`src/rtl/jtag_mem_arbiter_pkg.sv`:
```
// Shared types for the JTAG host / engine memory arbiter: FSM states,
// host op encoding and requester indices into the round-robin arbiter.
package jtag_mem_arbiter_pkg;

    typedef enum logic [1:0] {
        ST_IDLE         = 2'd0,
        ST_ISSUE_HOST   = 2'd1,
        ST_ISSUE_ENG    = 2'd2,
        ST_HOST_RD_WAIT = 2'd3
    } state_t;

    typedef enum logic [1:0] {
        OP_NONE = 2'd0,
        OP_WR   = 2'd1,
        OP_RD   = 2'd2
    } host_op_t;

    localparam int REQ_HOST = 0;
    localparam int REQ_ENG  = 1;

endpackage

```
`src/rtl/jtag_mem_arbiter_rr_arb2.sv`:
```
// Two-requester round-robin arbiter with a last-grant register and one-hot
// grant; after reset requester 1 counts as last granted, so requester 0 wins a tie.
module rr_arb2 (
    input  logic       clk,
    input  logic       rst,
    input  logic [1:0] req,
    input  logic       take,
    output logic [1:0] gnt
);

    logic last_gnt;

    always_comb begin
        // NOTE: give gnt a default before any condition so no latch is inferred.
        gnt = req;
        if (req == 2'b11) begin
            gnt = last_gnt ? 2'b01 : 2'b10;
        end
    end

    always_ff @(posedge clk) begin
        // NOTE: sequential state uses non-blocking assignments only.
        if (rst) begin
            last_gnt <= 1'b1;
        end else if (take && (req != 2'b00)) begin
            last_gnt <= gnt[1];
        end
    end

endmodule

```
`src/rtl/jtag_mem_arbiter.sv`:
```
// Arbitrates a single-ported memory between a pointer-based JTAG host port
// (1-deep pending slot) and a level-request engine port, round-robin on contention.
module jtag_mem_arbiter
    import jtag_mem_arbiter_pkg::*;
#(
    parameter int DW = 8,
    parameter int AW = 18
) (
    input  logic          clk,
    input  logic          rst,
    input  logic          host_addr_load,
    input  logic [AW-1:0] host_addr,
    input  logic          host_wr_req,
    input  logic [DW-1:0] host_wr_data,
    input  logic          host_rd_req,
    output logic [DW-1:0] host_rd_data,
    output logic          host_rd_valid,
    output logic          host_busy,
    output logic          host_err,
    input  logic          eng_req,
    input  logic          eng_we,
    input  logic [AW-1:0] eng_addr,
    input  logic [DW-1:0] eng_wdata,
    output logic          eng_gnt,
    output logic [DW-1:0] eng_rdata,
    output logic          eng_rvalid,
    output logic          mem_en,
    output logic          mem_we,
    output logic [AW-1:0] mem_addr,
    output logic [DW-1:0] mem_wdata,
    input  logic [DW-1:0] mem_rdata
);

    state_t        state, state_nxt;
    host_op_t      slot_op;
    logic [AW-1:0] slot_addr;
    logic [DW-1:0] slot_data;
    logic [AW-1:0] ptr;

    logic          slot_full, host_req, host_accept, host_drop, slot_clr;
    logic [AW-1:0] req_addr;
    logic [1:0]    arb_req, arb_gnt;

    assign slot_full   = (slot_op != OP_NONE);
    assign host_req    = host_wr_req | host_rd_req;
    assign host_accept = host_req & ~(host_wr_req & host_rd_req) & ~slot_full;
    assign host_drop   = host_req & ~host_accept;
    assign req_addr    = host_addr_load ? host_addr : ptr;
    assign slot_clr    = ((state == ST_ISSUE_HOST) && (slot_op == OP_WR)) ||
                         (state == ST_HOST_RD_WAIT);

    // A request accepted this cycle competes immediately; the slot is loaded
    // on the same edge that enters ISSUE_HOST.
    assign arb_req[REQ_HOST] = slot_full | host_accept;
    assign arb_req[REQ_ENG]  = eng_req;

    rr_arb2 u_rr_arb2 (
        .clk  (clk),
        .rst  (rst),
        .req  (arb_req),
        .take (state == ST_IDLE),
        .gnt  (arb_gnt)
    );

    always_comb begin
        state_nxt = state;
        case (state)
            ST_IDLE: begin
                if (arb_gnt[REQ_HOST])     state_nxt = ST_ISSUE_HOST;
                else if (arb_gnt[REQ_ENG]) state_nxt = ST_ISSUE_ENG;
            end
            ST_ISSUE_HOST:   state_nxt = (slot_op == OP_RD) ? ST_HOST_RD_WAIT : ST_IDLE;
            ST_ISSUE_ENG:    state_nxt = ST_IDLE;
            ST_HOST_RD_WAIT: state_nxt = ST_IDLE;
            default:         state_nxt = ST_IDLE;
        endcase
    end

    always_ff @(posedge clk) begin
        if (rst) begin
            state         <= ST_IDLE;
            // NOTE: slot payload is reset as well so no stale address/data survives a reset.
            slot_op       <= OP_NONE;
            slot_addr     <= '0;
            slot_data     <= '0;
            ptr           <= '0;
            host_err      <= 1'b0;
            host_rd_data  <= '0;
            host_rd_valid <= 1'b0;
            eng_rvalid    <= 1'b0;
        end else begin
            state         <= state_nxt;
            host_rd_valid <= (state == ST_HOST_RD_WAIT);
            eng_rvalid    <= (state == ST_ISSUE_ENG) && !eng_we;

            if (host_drop) host_err <= 1'b1;

            if (host_accept) begin
                slot_op   <= host_wr_req ? OP_WR : OP_RD;
                slot_addr <= req_addr;
                slot_data <= host_wr_data;
            end else if (slot_clr) begin
                slot_op   <= OP_NONE;
            end

            // A fresh load takes precedence over the post-issue increment.
            if (host_addr_load)              ptr <= host_addr;
            else if (state == ST_ISSUE_HOST) ptr <= ptr + AW'(1);

            if (state == ST_HOST_RD_WAIT) host_rd_data <= mem_rdata;
        end
    end

    always_comb begin
        mem_en    = 1'b0;
        mem_we    = 1'b0;
        mem_addr  = '0;
        mem_wdata = '0;
        case (state)
            ST_ISSUE_HOST: begin
                mem_en    = 1'b1;
                mem_we    = (slot_op == OP_WR);
                mem_addr  = slot_addr;
                mem_wdata = slot_data;
            end
            ST_ISSUE_ENG: begin
                mem_en    = 1'b1;
                mem_we    = eng_we;
                mem_addr  = eng_addr;
                mem_wdata = eng_wdata;
            end
            default: ;
        endcase
    end

    assign eng_gnt   = (state == ST_ISSUE_ENG);
    assign eng_rdata = mem_rdata;
    assign host_busy = slot_full || (state != ST_IDLE);

endmodule
```
`config.mk`:
```
export PLATFORM = sky130hd
export DESIGN_NAME = jtag_mem_arbiter
export DESIGN_NICKNAME = d
export VERILOG_FILES = /design/src/rtl/jtag_mem_arbiter_pkg.sv /design/src/rtl/jtag_mem_arbiter_rr_arb2.sv /design/src/rtl/jtag_mem_arbiter.sv
export SDC_FILE = /design/constraint.sdc
export NUM_CORES = 1
export LEC_CHECK = 0
export ABC_AREA = 1
export CAP_MARGIN = 20
export CORE_MARGIN = 5
export CORE_UTILIZATION = 46
export DETAILED_ROUTE_END_ITERATION = 10
export GPL_ROUTABILITY_DRIVEN = 0
export PLACE_DENSITY = 0.88
export SETUP_SLACK_MARGIN = 0.2
export SLEW_MARGIN = 10
export SYNTH_ARGS = -nofsm -noshare
export SYNTH_HDL_FRONTEND = slang
export SYNTH_SLANG_ARGS = --single-unit
```
`constraint.sdc`:
```
create_clock -name clk -period 1.6 [get_ports clk]
set_input_delay 0.32 -clock clk [delete_from_list [all_inputs] [get_ports clk]]
set_output_delay 0.32 -clock clk [all_outputs]
set_load 0.005 [all_outputs]
```
==> results.json <==
{
  "ys_async_sr_fraction": 0,
  "dr.first_iter.drc_count": 1198,
  "dp_cells": 771,
  "worstPathRequired_ps": 1280,
  "firstDrtPassIters": 11,
  "grt_pass1_vias": 4989,
  "power.share.combinational": 0.496,
  "final_nets": 788,
  "grt_pass1_wl_um": 26700,
  "seq_area_sq_um": 1210,
  "slew_headroom": 0.712,
  "fmax_mhz": 469,
  "cts_buffers": 9,
  "wl_um": 22800,
  "yosys-top-cells-count": "127 x nand2_1, 91 x nor2_1, 60 x dfxtp_1",
  "setup_violations": 48,
  "die_h_um": 96.7,
  "gr-total-overflow": 0,
  "dieWidth_um": 96.7,
  "period_minus_slack_ps": 2130,
  "drt-wirelength-per-cell_um": 27.9,
  "clock_path_buffers": 2,
  "total_power_w": 0.00702,
  "netlist_area_sq_um": 3460,
  "ant_nets": 0,
  "synth-seq-cells": 60,
  "ff2ff_setup_slack_ps": -290,
  "synth_area_leaders": "dfxtp_1 35%, nand2_1 14%, nor2_1 9.9%",
  "start_util": 0.474,
  "antenna_found_initial": 0,
  "p_clk_frac": 0.230,
  "synth_most_common_cell": "nand2_1",
  "core_area_sq_um": 7290,
  "power.switching_w": 0.00288,
  "p_per_area_nw_per_um2": 1100,
  "n_fill_cell": 261,
  "synth_area_per_cell_sq_um": 6.31,
  "status": "finished with violations",
  "multiInputGateArea_sq_um": 2600,
  "crit_arrival_ps": 1810,
  "seqPwrFrac": 0.274,
  "fin_cells": 818,
  "cp-start-kind": "register",
  "hp-class": "in -> reg",
  "root_buffer": "clkbuf_8",
  "drv_slew": 0,
  "path_class": "reg -> out",
  "cts_tree": "done",
  "rows": 31,
  "synth.distinct_cells": 30,
  "clock_latency_ps": 370,
  "synth_edf_count": 0,
  "area_growth_pct": 85.2,
  "end_kind": "primary output",
  "postCtsHoldBufs": 0,
  "finalHoldViolations": 0,
  "cap_violations": 0,
  "final_area_sq_um": 6400,
  "vias": 5548,
  "leakagePower_nw": 2.82,
  "track_usage": 0.357,
  "post_dp_cell_area_sq_um": 5040,
  "ys_warn_count": 0,
  "diodes": 0,
  "cp_max_fo": 6,
  "grt_max_degree": 45,
  "hold_slack_ps": 441,
  "skew_ps": 13.7,
  "yosysTopAreaCell": "dfxtp_1",
  "rsz0062_at_grt": "yes",
  "ys_seq_area_frac": 0.348,
  "path_clk_slew_ps": 70,
  "netlist_instances": 548,
  "min_period_over_period": 1.33,
  "synthFlopType": "dfxtp_1",
  "violations": "design-rule violations, negative setup slack",
  "cts_sinks": 60,
  "drc": 140,
  "io_buffers": 115,
  "power.internal_w": 0.00415,
  "worst_pin_slew_ps": 428,
  "die_area_sq_um": 9350,
  "ios": 116,
  "p_sw_frac": 0.409,
  "netlist.area_leader.share": 0.348,
  "final_layout_size_suffix_gt1_frac": 0.399,
  "vdd_drop_max_uv": 854,
  "syn_nets": 622,
  "setup_slack_ps": -531,
  "ctsHtreeMaxLevel": 3,
  "vias_per_cell": 6.78,
  "hpwl_um": 8660
}
## critical path: stages (launching register included)
cell      delay (ps)
dfxtp_4          400
inv_6             60
ha_4             350
clkinv_8         100
buf_12           160
buf_12           130
a21oi_4          110
buf_2            140
## cell type report
cell class              instances  area share
inverters                      56      0.0395
flip-flops and latches         60       0.190
clock inverters                 6      0.0139
clock buffers                  10      0.0199
multi-input cells             396       0.406
repair buffers                191       0.311
well taps                      99      0.0194
## registers in the layout, summed over array words and instances, names as in the netlist
register	count
slot_data	8
ptr	18
state	2
host_rd_data	8
slot_addr	18
host_rd_valid	1
host_err	1
slot_op	2
u_rr_arb2.last_gnt	1
eng_rvalid	1
## cells in the final DEF (no fill, tap or decap), types with 7 or more instances in the layout
cell and instances:
clkdlybuf4s50_1 63, buf_2 28, dfxtp_1 54, a21oi_2 30
nor2_1 75, inv_1 42, o21ai_1 7, buf_16 7
inv_2 8, nand3_2 10, o21ai_2 12, nor3_1 7
buf_4 35, buf_12 12, a21oi_4 8, buf_6 18
nand2_1 93, o21ai_0 22, dlygate4sd2_1 18, nand3_1 19
a31oi_1 9, nand2_2 21, nand2_4 16, nor2_2 12
nor2_4 14, clkbuf_8 9, a21oi_1 8
## stage by stage
stage	util	TNS, ps	worst slack [ps]
detailed placement	0.692	-17760	-347
global route	0.878	-14450	-520
CTS	0.775	-6370	-312
floorplan	-	0	192
global placement	0.692	-14150	-280
finish	0.878	-14370	-531
## layer usage
metal / global-route usage / wire length [um] / up-vias / share of wire
met5: 0 / 64 / - / 0.0028
met4: 0.254 / 2770 / 2 / 0.12
met3: 0.102 / 3490 / 301 / 0.15
met2: 0.585 / 9440 / 719 / 0.41
met1: 0.395 / 7070 / 2430 / 0.31
li1: - / - / 2096 / -
## power groups by stage
stage	Combinational, W	Sequential (W)	Clock (W)
2_1_floorplan	0.00102	0.00183	0
3_3_place_gp	0.00175	0.00184	0
3_5_place_dp	0.00183	0.00186	0
4_1_cts	0.00244	0.00183	0.00151
5_1_grt	0.00352	0.00192	0.00164
6_report	0.00348	0.00192	0.00162
## cells by family (layout without fill, tap and decap cells)
family,Yosys count,count (layout),share of synthesized area
AND/OR/NAND/NOR,279,279,0.339
AO/OA/AOI/OAI,110,110,0.168
buffers and inverters,92,263,0.120
flip-flops,60,60,0.348
adder cells (fa/ha/maj),7,7,0.0253
## worst paths after layout
kind	cells past startpoint	from	end
min reg2reg	2	host_err$_SDFFE_PP0P_	host_err$_SDFFE_PP0P_
min	3	host_wr_req	slot_op[0]$_SDFFE_PP0P_
max	7	state[1]$_SDFFE_PP0P_	mem_addr[17]
max reg2reg	12	state[0]$_SDFFE_PP0P_	ptr[10]$_SDFFE_PP0P_
## timing repair
item | CTS | global route
resized for setup | 237 | 154
setup buffers | 13 | 7
pin swaps | 12 | 58
endpoints found under the hold margin | 0 | 0
setup endpoints to repair | 97 | 88
gates cloned | 7 | 4
Power figures use the tool's default switching activity.
